===== src/rtl/ram_stream_reader.sv =====
// ram_stream_reader
// -----------------
// Read initiator for one port of a pipelined dual-port URAM bank. A command
// (base address, word count) is turned into one read per cycle on the bank
// port. Returning data is realigned with a fixed read latency and delivered as
// a valid/ready stream with a last marker. Reads are only issued while there
// is guaranteed room for their data, so backpressure never drops a word that
// is already in flight from the RAM.
//
// Optional feature (compile-time macro RAM_STREAM_READER_STRIDE_EN):
//   defined   : adds cmd_stride; the address advances by the stride
//               (modulo 2^AWIDTH). A stride of 0 re-reads one word.
//   undefined : no cmd_stride port; the address advances by 1.
//
// Ports
//   clk, rst          clock and synchronous active-high reset
//   cmd_valid/ready   command handshake
//   cmd_addr          first word address
//   cmd_len           word count, 0..2^AWIDTH
//   cmd_stride        address step (only with RAM_STREAM_READER_STRIDE_EN)
//   ram_addr/ce/we/d  RAM port drive (ram_we and ram_d are constant 0)
//   ram_q             RAM read data, valid READ_LAT cycles after ram_ce
//   out_data/valid/ready/last  output stream
//   busy              high whenever the controller is not idle
//   done              one-cycle pulse when a command completes

module ram_stream_reader #(
    parameter int AWIDTH     = 12,
    parameter int DWIDTH     = 64,
    parameter int READ_LAT   = 2,
    parameter int FIFO_DEPTH = 4
) (
    input  logic              clk,
    input  logic              rst,
    input  logic              cmd_valid,
    output logic              cmd_ready,
    input  logic [AWIDTH-1:0] cmd_addr,
    input  logic [AWIDTH:0]   cmd_len,
`ifdef RAM_STREAM_READER_STRIDE_EN
    input  logic [AWIDTH-1:0] cmd_stride,
`endif
    output logic [AWIDTH-1:0] ram_addr,
    output logic [DWIDTH-1:0] ram_d,
    output logic              ram_ce,
    output logic              ram_we,
    input  logic [DWIDTH-1:0] ram_q,
    output logic [DWIDTH-1:0] out_data,
    output logic              out_valid,
    input  logic              out_ready,
    output logic              out_last,
    output logic              busy,
    output logic              done
);

    localparam int PW = $clog2(FIFO_DEPTH);
    // Wide enough to hold ram_ce + return pipe + FIFO occupancy.
    localparam int OW = $clog2(FIFO_DEPTH + READ_LAT + 2) + 1;

    typedef enum logic [1:0] {
        IDLE  = 2'd0,
        ISSUE = 2'd1,
        DRAIN = 2'd2,
        DONE  = 2'd3
    } state_t;

    state_t              state_reg, state_next;
    logic [AWIDTH-1:0]   cur_addr_reg;
    logic [AWIDTH:0]     remaining_reg;
    logic [AWIDTH:0]     rx_remaining_reg;
    logic [AWIDTH-1:0]   step;
    logic                ram_ce_reg;
    logic [AWIDTH-1:0]   ram_addr_reg;
    logic [READ_LAT-1:0] vpipe_reg;

    logic [DWIDTH:0]     fifo_mem [FIFO_DEPTH];
    logic [PW-1:0]       wr_ptr_reg, rd_ptr_reg;
    logic [PW:0]         fifo_count_reg;

    logic                accept, issue, push, pop, rx_last, pipe_idle, credit_ok;
    logic [OW-1:0]       inflight, occupancy;

`ifdef RAM_STREAM_READER_STRIDE_EN
    logic [AWIDTH-1:0]   stride_reg;
    assign step = stride_reg;
`else
    assign step = AWIDTH'(1);
`endif

    assign ram_addr  = ram_addr_reg;
    assign ram_ce    = ram_ce_reg;
    assign ram_we    = 1'b0;
    assign ram_d     = '0;

    // First-word fall-through FIFO: head entry is presented combinationally.
    assign out_valid = (fifo_count_reg != '0);
    assign out_data  = fifo_mem[rd_ptr_reg][DWIDTH-1:0];
    assign out_last  = fifo_mem[rd_ptr_reg][DWIDTH];
    assign pop       = out_valid & out_ready;
    assign push      = vpipe_reg[READ_LAT-1];
    // The word being pushed is the cmd_len-th of the command when one is left.
    assign rx_last   = (rx_remaining_reg == (AWIDTH+1)'(1));
    assign pipe_idle = !ram_ce_reg && (vpipe_reg == '0);

    assign busy      = (state_reg != IDLE);
    assign done      = (state_reg == DONE);

    // Credit: every read on the wire, in the return pipe or already buffered
    // owns one FIFO slot. A pop in this cycle frees a slot for the read being
    // registered now, which is what lets a 4-entry buffer sustain 1 word/cycle.
    always_comb begin
        inflight = OW'(ram_ce_reg);
        for (int i = 0; i < READ_LAT; i++) begin
            inflight = inflight + OW'(vpipe_reg[i]);
        end
        occupancy = inflight + OW'(fifo_count_reg) - OW'(pop);
        credit_ok = (occupancy < OW'(FIFO_DEPTH));
    end

    always_comb begin
        state_next = state_reg;
        cmd_ready  = 1'b0;
        accept     = 1'b0;
        issue      = 1'b0;
        case (state_reg)
            IDLE: begin
                cmd_ready = 1'b1;
                if (cmd_valid) begin
                    accept     = 1'b1;
                    state_next = (cmd_len != '0) ? ISSUE : DONE;
                end
            end
            ISSUE: begin
                if ((remaining_reg != '0) && credit_ok) begin
                    issue = 1'b1;
                    if (remaining_reg == (AWIDTH+1)'(1)) begin
                        state_next = DRAIN;
                    end
                end
            end
            DRAIN: begin
                // The last word leaving the FIFO empties the whole path.
                if (pipe_idle && pop && out_last && (fifo_count_reg == (PW+1)'(1))) begin
                    state_next = DONE;
                end
            end
            DONE: begin
                state_next = IDLE;
            end
            default: begin
                state_next = IDLE;
            end
        endcase
    end

    always_ff @(posedge clk) begin
        if (rst) begin
            state_reg        <= IDLE;
            cur_addr_reg     <= '0;
            remaining_reg    <= '0;
            rx_remaining_reg <= '0;
            ram_ce_reg       <= 1'b0;
            ram_addr_reg     <= '0;
            vpipe_reg        <= '0;
            wr_ptr_reg       <= '0;
            rd_ptr_reg       <= '0;
            fifo_count_reg   <= '0;
`ifdef RAM_STREAM_READER_STRIDE_EN
            stride_reg       <= AWIDTH'(1);
`endif
        end else begin
            state_reg  <= state_next;
            ram_ce_reg <= issue;

            if (accept) begin
                cur_addr_reg     <= cmd_addr;
                remaining_reg    <= cmd_len;
                rx_remaining_reg <= cmd_len;
`ifdef RAM_STREAM_READER_STRIDE_EN
                stride_reg       <= cmd_stride;
`endif
            end

            if (issue) begin
                ram_addr_reg  <= cur_addr_reg;
                cur_addr_reg  <= cur_addr_reg + step;
                remaining_reg <= remaining_reg - (AWIDTH+1)'(1);
            end

            // Valid bits shadow the RAM pipeline so returning data is
            // captured exactly READ_LAT cycles after its ram_ce.
            vpipe_reg[0] <= ram_ce_reg;
            for (int i = 1; i < READ_LAT; i++) begin
                vpipe_reg[i] <= vpipe_reg[i-1];
            end

            if (push) begin
                wr_ptr_reg       <= wr_ptr_reg + PW'(1);
                rx_remaining_reg <= rx_remaining_reg - (AWIDTH+1)'(1);
            end
            if (pop) begin
                rd_ptr_reg <= rd_ptr_reg + PW'(1);
            end
            case ({push, pop})
                2'b10:   fifo_count_reg <= fifo_count_reg + (PW+1)'(1);
                2'b01:   fifo_count_reg <= fifo_count_reg - (PW+1)'(1);
                default: fifo_count_reg <= fifo_count_reg;
            endcase
        end
    end

    // Storage needs no reset; occupancy is tracked by the pointers.
    always_ff @(posedge clk) begin
        if (push) begin
            fifo_mem[wr_ptr_reg] <= {rx_last, ram_q};
        end
    end

endmodule

===== config.mk =====
export PLATFORM = sky130hd
export DESIGN_NAME = ram_stream_reader
export DESIGN_NICKNAME = d
export VERILOG_FILES = /design/src/rtl/ram_stream_reader.sv
export SDC_FILE = /design/constraint.sdc
export NUM_CORES = 1
export LEC_CHECK = 0
export ABC_AREA = 1
export CORE_UTILIZATION = 57
export CTS_CLUSTER_DIAMETER = 60
export CTS_CLUSTER_SIZE = 8
export DETAILED_ROUTE_END_ITERATION = 16
export PLACE_DENSITY = 0.85
export SLEW_MARGIN = 40
export SYNTH_ARGS = -nofsm -noshare
export SYNTH_HDL_FRONTEND = slang
export SYNTH_SLANG_ARGS = --single-unit

===== constraint.sdc =====
create_clock -name clk -period 4.25 [get_ports clk]
set_clock_uncertainty 0.15 [all_clocks]
set_input_delay 0.425 -clock clk [delete_from_list [all_inputs] [get_ports clk]]
set_output_delay 0.425 -clock clk [all_outputs]
set_load 0.005 [all_outputs]

Word level (Yosys, flattened, before mapping) --
Memory sizes are Yosys's and may differ from the RTL's. A register that Yosys moved wholly into a read port is not among the register bits. Index checks and enable logic that the tools add are counted.
Storage, ports and cells: memory bits (read-only) 0, register bits after elaboration 62, word-level logic and storage cells 73, input bits 93, RAM bits 260, memories 1, latch bits 0, output and inout bits 147
Cells by class: equal/unequal tests 12, $lt $le $gt $ge 1, multiplexer cells 21, shift operators 0, multipliers 0, add/subtract/negate cells 11, bitwise operators 1, reduce and logical (&&, ||, !) cells 16, divide/modulo/power cells 0
Memories:
- fifo_mem | words 4, bits a word 65, rd ports 1, clocked after Yosys merged registers in 1, write ports 1, line 75 | logic [DWIDTH:0] fifo_mem [FIFO_DEPTH];
Operators by type and width (number):
- $mux W13 | 3
- $eq A13 B1 Y1 const B | 2
- $reduce_bool A13 Y1 | 2
- $sub A13 B1 Y13 const B | 2
- $mux W12 | 2
- $mux W2 | 7
- $add A12 B1 Y12 const B | 1
- $ne A2 B2 Y1 const B | 4
- $pmux W2 S4 | 1
- $reduce_bool A2 Y1 | 4
- $mux W1 | 7
- $eq A2 B2 Y1 const B | 3
- $pmux W3 S2 | 1
- $logic_and A1 B1 Y1 | 5
- $add A2 B1 Y2 const B | 2
- $add A3 B3 Y4 | 1
- $eq A2 B1 Y1 const B | 2
- $logic_not A2 Y1 | 2
- $lt A4 B3 Y1 const B | 1
- $reduce_and A4 Y1 | 1
- $sub A4 B1 Y4 | 1
- $add A2 B1 Y3 | 1
- $add A3 B1 Y3 const B | 1
- $eq A3 B1 Y1 const B | 1
- other kinds (5) | 5

Logic depth before layout (Yosys ltp) --
word-level depth 9, mapped depth 20, depth with buffers taken out 19

Least setup slack after synthesis --
No wires, ideal clock.
kind reg-to-reg, from reg vpipe_reg[1], to mem fifo_mem[0][0] (netlist name) (enable), stages on the path, launching flop included 5, arrival time 2.293 ns, slack 1.388 ns, buffers on the path 2, clock period less this slack 2.862 ns, data required time 3.681 ns, setup time 0.419 ns, cell sequence dfxtp_1 -> clkbuf_1 -> buf_1 -> nand2_1 -> inv_1
On the way: cells in the longest elaborated chain, start to end 2
RTL lines:
- start, declared | line 73 | logic [READ_LAT-1:0] vpipe_reg;
- start signal, assigned by index | line 193 | vpipe_reg[i] <= vpipe_reg[i-1];
- $mux W1 | line 213 | if (push) begin
- $mux W1 (not written as such) | line 214 | fifo_mem[wr_ptr_reg] <= {rx_last, ram_q};
- end, declared | line 75
No other way between the ends.

Worst setup path after layout --
from reg fifo_count_reg[0], to reg remaining_reg[0]
On the way: cells in the longest elaborated chain, start to end 8, elaborated cells on any way between the ends 10, classes of those cells add/sub (2); order compare (1); mux (3); bitwise (1); reduce/logical (3)
RTL lines:
- start, declared | line 77 | logic [PW:0] fifo_count_reg;
- start signal, assigned | line 204 | 2'b10: fifo_count_reg <= fifo_count_reg + (PW+1)'(1);
- start signal, assigned | line 205 | 2'b01: fifo_count_reg <= fifo_count_reg - (PW+1)'(1);
- start signal, assigned | line 206 | default: fifo_count_reg <= fifo_count_reg;
- branches (longest 2 deep; another with $add A3 B3 Y4)
- $sub A4 B1 Y4 * | line 115 | occupancy = inflight + OW'(fifo_count_reg) - OW'(pop);
- $lt A4 B3 Y1 * | line 116 | credit_ok = (occupancy < OW'(FIFO_DEPTH));
- $logic_and A1 B1 Y1 * | line 133 | if ((remaining_reg != '0) && credit_ok) begin
- $mux W1 * | line 133
- $mux W1 * | line 124 | case (state_reg)
- $mux W13 / $reduce_bool A2 Y1 (equally long branches)
- end signal, assigned | line 176 | remaining_reg <= cmd_len;
- end signal, assigned | line 186 | remaining_reg <= remaining_reg - (AWIDTH+1)'(1);
- end, declared | line 68 | logic [AWIDTH:0] remaining_reg;
Every way passes the cells marked *. A chain may end at the register's enable or synchronous reset.

==> summary by stage <==
Clock network
The largest buffer count on any clock path is 3. Counting the buffers created by CTS gives 46. The clock tree from TritonCTS is yes. After clock tree synthesis, the clock-pin slew on the worst setup and hold paths is 0.05 ns. The cell sitting at the root of the clock tree is a clkbuf_16. CTS built an H-tree with a depth of 2.

The count of hold buffers inserted by post-cts repair is 0. The sink count of the clock tree is 324. The worst-skew pair later-pin latency is 0.52 ns. The post-CTS setup-driven buffer insertion count is 0. Gates resized during post-CTS repair numbered 0.

Timing
The number of hold-slack violations in the final timing report is 0. The top achievable clock speed is 281 MHz. For the pin with the worst max-slew slack, the measured transition is 0.750 ns.

The max-slew violation total from the final report is 0. Setup repair after global routing left no endpoint under its margin. The worst slack on hold paths is 0.306 ns.

The worst path needs 3.56 ns of the cycle, external delays included. The post-route fraction of the period consumed by the critical path is 83.9%. Setup violations remaining at the end of the flow were counted as 0.

The relative max-transition margin is 49.7%. Summed over all failing endpoints, the final setup total negative slack is 0 ns.

Job
The tool flagged a number of max-cap violations equal to 0.

Critical path
The setup path with the least slack is of type flip-flop to flip-flop. The sort of element at the end of the critical path is a flip-flop. The worst setup path is launched from a flip-flop. The setup check on the worst reg-to-reg path leaves a slack of 0.69 ns.

The worst setup path endpoint is remaining_reg[0]$_SDFFE_PP0P_. Data arrives at the worst endpoint at 3.83 ns. The critical register-to-register path endpoint is remaining_reg[0]$_SDFFE_PP0P_. The critical path runs through a total of 19 cells. The critical path starts at fifo_count_reg[0]$_SDFFE_PP0P_. In this design, the stage delay of the slowest critical-path cell is 0.51 ns.

The reg-to-reg startpoint is fifo_count_reg[0]$_SDFFE_PP0P_. The cell count of the worst reg-to-reg path is 19. The count of buffer and inverter cells on the critical path is 4. The signal on the critical path passes through inv_1 -> ha_1 -> nand2_1 -> nand2_1 -> nand2_1 -> nand2_1 -> fa_1 -> ha_1 -> nand2_1 -> inv_1 -> nand2_1 -> nand2_1 -> nand2_1 -> nand2_1 -> nand4_2 -> buf_4 -> inv_2 -> o21ai_0 -> nor2_1.

At the worst endpoint, the required time is 4.51 ns. Along the worst path, the maximum fanout reaches 59. The slowest stage of the critical path belongs to the cell buf_4. On the critical path the largest part of the delay comes from buffers and inverters. The library cell appearing most often on the critical path is nand2_1.

GRT
The number of global-route vias before repair is 9936. The total congestion overflow is 0. Global routing consumed, over all layers together, 24.5% of the routing resources.

The largest net degree at the start of global routing is 65. The initial antenna violation count came to 1. The first global-routing pass estimated 49600 um of wire.

Drt
The total wire length is 31300 um. Once detail routing completed, the nets flagged for antenna violations numbered 0. The average wire per standard cell is 17.1 um.

The number of design-rule violations left by the first detailed-router iteration is 959. The number of remaining DRC errors is 0. The number of iterations in the first detailed-routing pass is 7. Using the TritonRoute via totals, the vias-per-cell ratio works out to 5.53. The number of vias in the routed layout is 10133.

Hold path
The path class of the tightest hold or removal check is flip-flop to flip-flop.

Final layout
The library cell used most frequently in the layout, excluding fill and tap cells, is edfxtp_1. The library cells used most frequently in the layout, excluding fill and tap cells, are edfxtp_1 (260), nor2_1 (198), nand2_1 (189), clkdlybuf4s50_1 (173), o21ai_0 (146). After routing the design area is 17100 um2.

The flip-flop count of the largest register after layout is 260. For this run, the post-layout net count is 1607. From synthesis to final layout, the design area changed by 21.2%. The number of non-filler instances in the completed layout is 1832.

The post-route netlist has 7.10% of its cells at a drive strength greater than 1.

Power
The total power consumption of the routed design is 10.7 mW. The power per unit of standard cell area is 627 nW/um2. In this run the static leakage power is 6.29 nW.

The worst vdd rail ir drop is 0.578 mV.

Synthesis
After synthesis the netlist holds a flip-flop and latch count of 324. After synthesis, the netlist uses 42 different library cells. In the synthesized netlist the dominant register cell turns out to be edfxtp_1. During synthesis, Yosys emitted a total of 0 warnings. Summing the areas of all xor and xnor instances in the mapped netlist gives 1.30% of the synthesized area.

The mean instance size in the synthesized netlist is 10.7 um2. The compound-gate portion of the synthesized area is 10.8%. The largest family of logic cells by synthesized area is simple AND/OR/NAND/NOR gates.

Of the total synthesized cell area, the portion taken by full adders, half adders and majority gates is 2.09%. In the post-synthesis netlist, the biggest area contributors are edfxtp_1 (55%), dfxtp_1 (9.1%), nor2_1 (5.3%), o21ai_0 (5.2%), nand2_1 (5.0%). Of all cell types, the one taking the most synthesized area is edfxtp_1. The area share of the largest cell type after synthesis is 55.2%. The cell count after synthesis came out at 1321. Of the synthesized area, sequential elements account for 64.3%. The synthesized cell area is 14100 um2. Of all flip-flops after synthesis, the portion carrying an async set or reset was 0%.

The fraction of synthesized area in multiplexers is 0.0796%. The synthesized netlist devotes 14.0% of its cell area to simple gates. In this run, synthesis inferred 260 flip-flops with an integrated enable.

Place
After legalization and detailed placement, the total HPWL measured 19200 um. After detailed placement, the total cell area comes to 15900 um2. Buffers placed on the I/O ports in this run total 174. The placed instance count is 1767. Routability-driven placement finished with a final weighted congestion of 0.870.

Floorplanning
In this run the horizontal extent of the chip is 160 um. For this design the top-level I/O count stands at 240. The die is 160 um tall. The core region is 24300 um2. The effective utilization at floorplan is 58.2%. The floorplan has 57 rows.

The overall die area is 25400 um2.

Outcome
The flow ran to the end, and the final reports show no timing, DRC or antenna violations.
synth_stat cells (2+ instances only):
master      n
nor2_1    198
o22ai_1    66
a311oi_1    2
nand3_1    50
o211ai_1    3
nor3_1      4
o21ai_0   146
nor2_2      3
a21oi_2     9
or2_2       2
dfxtp_1    64
inv_1      63
nand2_1   189
buf_2      12
buf_4      67
clkbuf_1   54
nand3b_1    7
nor4_1      2
nand4_1     6
xor2_1     14
nand3_2    10
ha_1       22
edfxtp_1  260
xnor2_1     7
a21oi_1    43
buf_6       2
metrics by stage:
step,utilization [%],setup slack [ns]
finish,70.5,0.685
global route,70.5,0.446
CTS,70.5,0.736
detailed placement,65.3,0.686
global placement,65.3,0.733
floorplan,-,1.39
layer usage:
metal / track usage, % / wire length [um] / vias up
met5: 0 / 13 / -
met4: 8.17 / 791 / 2
met3: 4.40 / 2330 / 69
met2: 42.4 / 15700 / 381
met1: 31.0 / 12400 / 4890
li1: - / - / 4791
worst min path at each step:
stage                                    from                              to  cells past startpoint
3_3_place_gp   fifo_count_reg[2]$_SDFFE_PP0P_  fifo_count_reg[2]$_SDFFE_PP0P_                      1
5_1_grt              ram_addr[5]$_SDFFE_PP0P_        ram_addr[5]$_SDFFE_PP0P_                      2
3_5_place_dp   fifo_count_reg[2]$_SDFFE_PP0P_  fifo_count_reg[2]$_SDFFE_PP0P_                      1
2_1_floorplan  fifo_count_reg[2]$_SDFFE_PP0P_  fifo_count_reg[2]$_SDFFE_PP0P_                      1
4_1_cts        fifo_count_reg[2]$_SDFFE_PP0P_  fifo_count_reg[2]$_SDFFE_PP0P_                      1
6_report       fifo_count_reg[2]$_SDFFE_PP0P_  fifo_count_reg[2]$_SDFFE_PP0P_                      1
cell families (layout without fill, tap and decap cells):
family,after synthesis,after routing
other cells,1,67
simple gates,473,473
fa+ha+maj,23,23
flops,324,324
xor+xnor,21,21
compound gates,276,276
mux,1,1
buf+inv,202,323
final cells by class:
| class | instances | area (um2) |
|---|---|---|
| well taps | 324 | 405 |
| flip-flops and latches | 324 | 9090 |
| clock inverters | 3 | 37.5 |
| fillers | 1676 | 7180 |
| clock buffers | 60 | 1220 |
| inverters | 65 | 245 |
| multi-input cells | 859 | 4240 |
| diodes | 2 | 5.00 |
| repair buffers | 195 | 1890 |
power by group:
part | internal (mW) | switching (mW) | leakage (nW)
Sequential | 3.63 | 0.202 | 2.86
Combinational | 1.53 | 2.20 | 2.82
Clock | 1.98 | 1.21 | 0.612
Note: power is estimated with default switching activity, not from simulation.
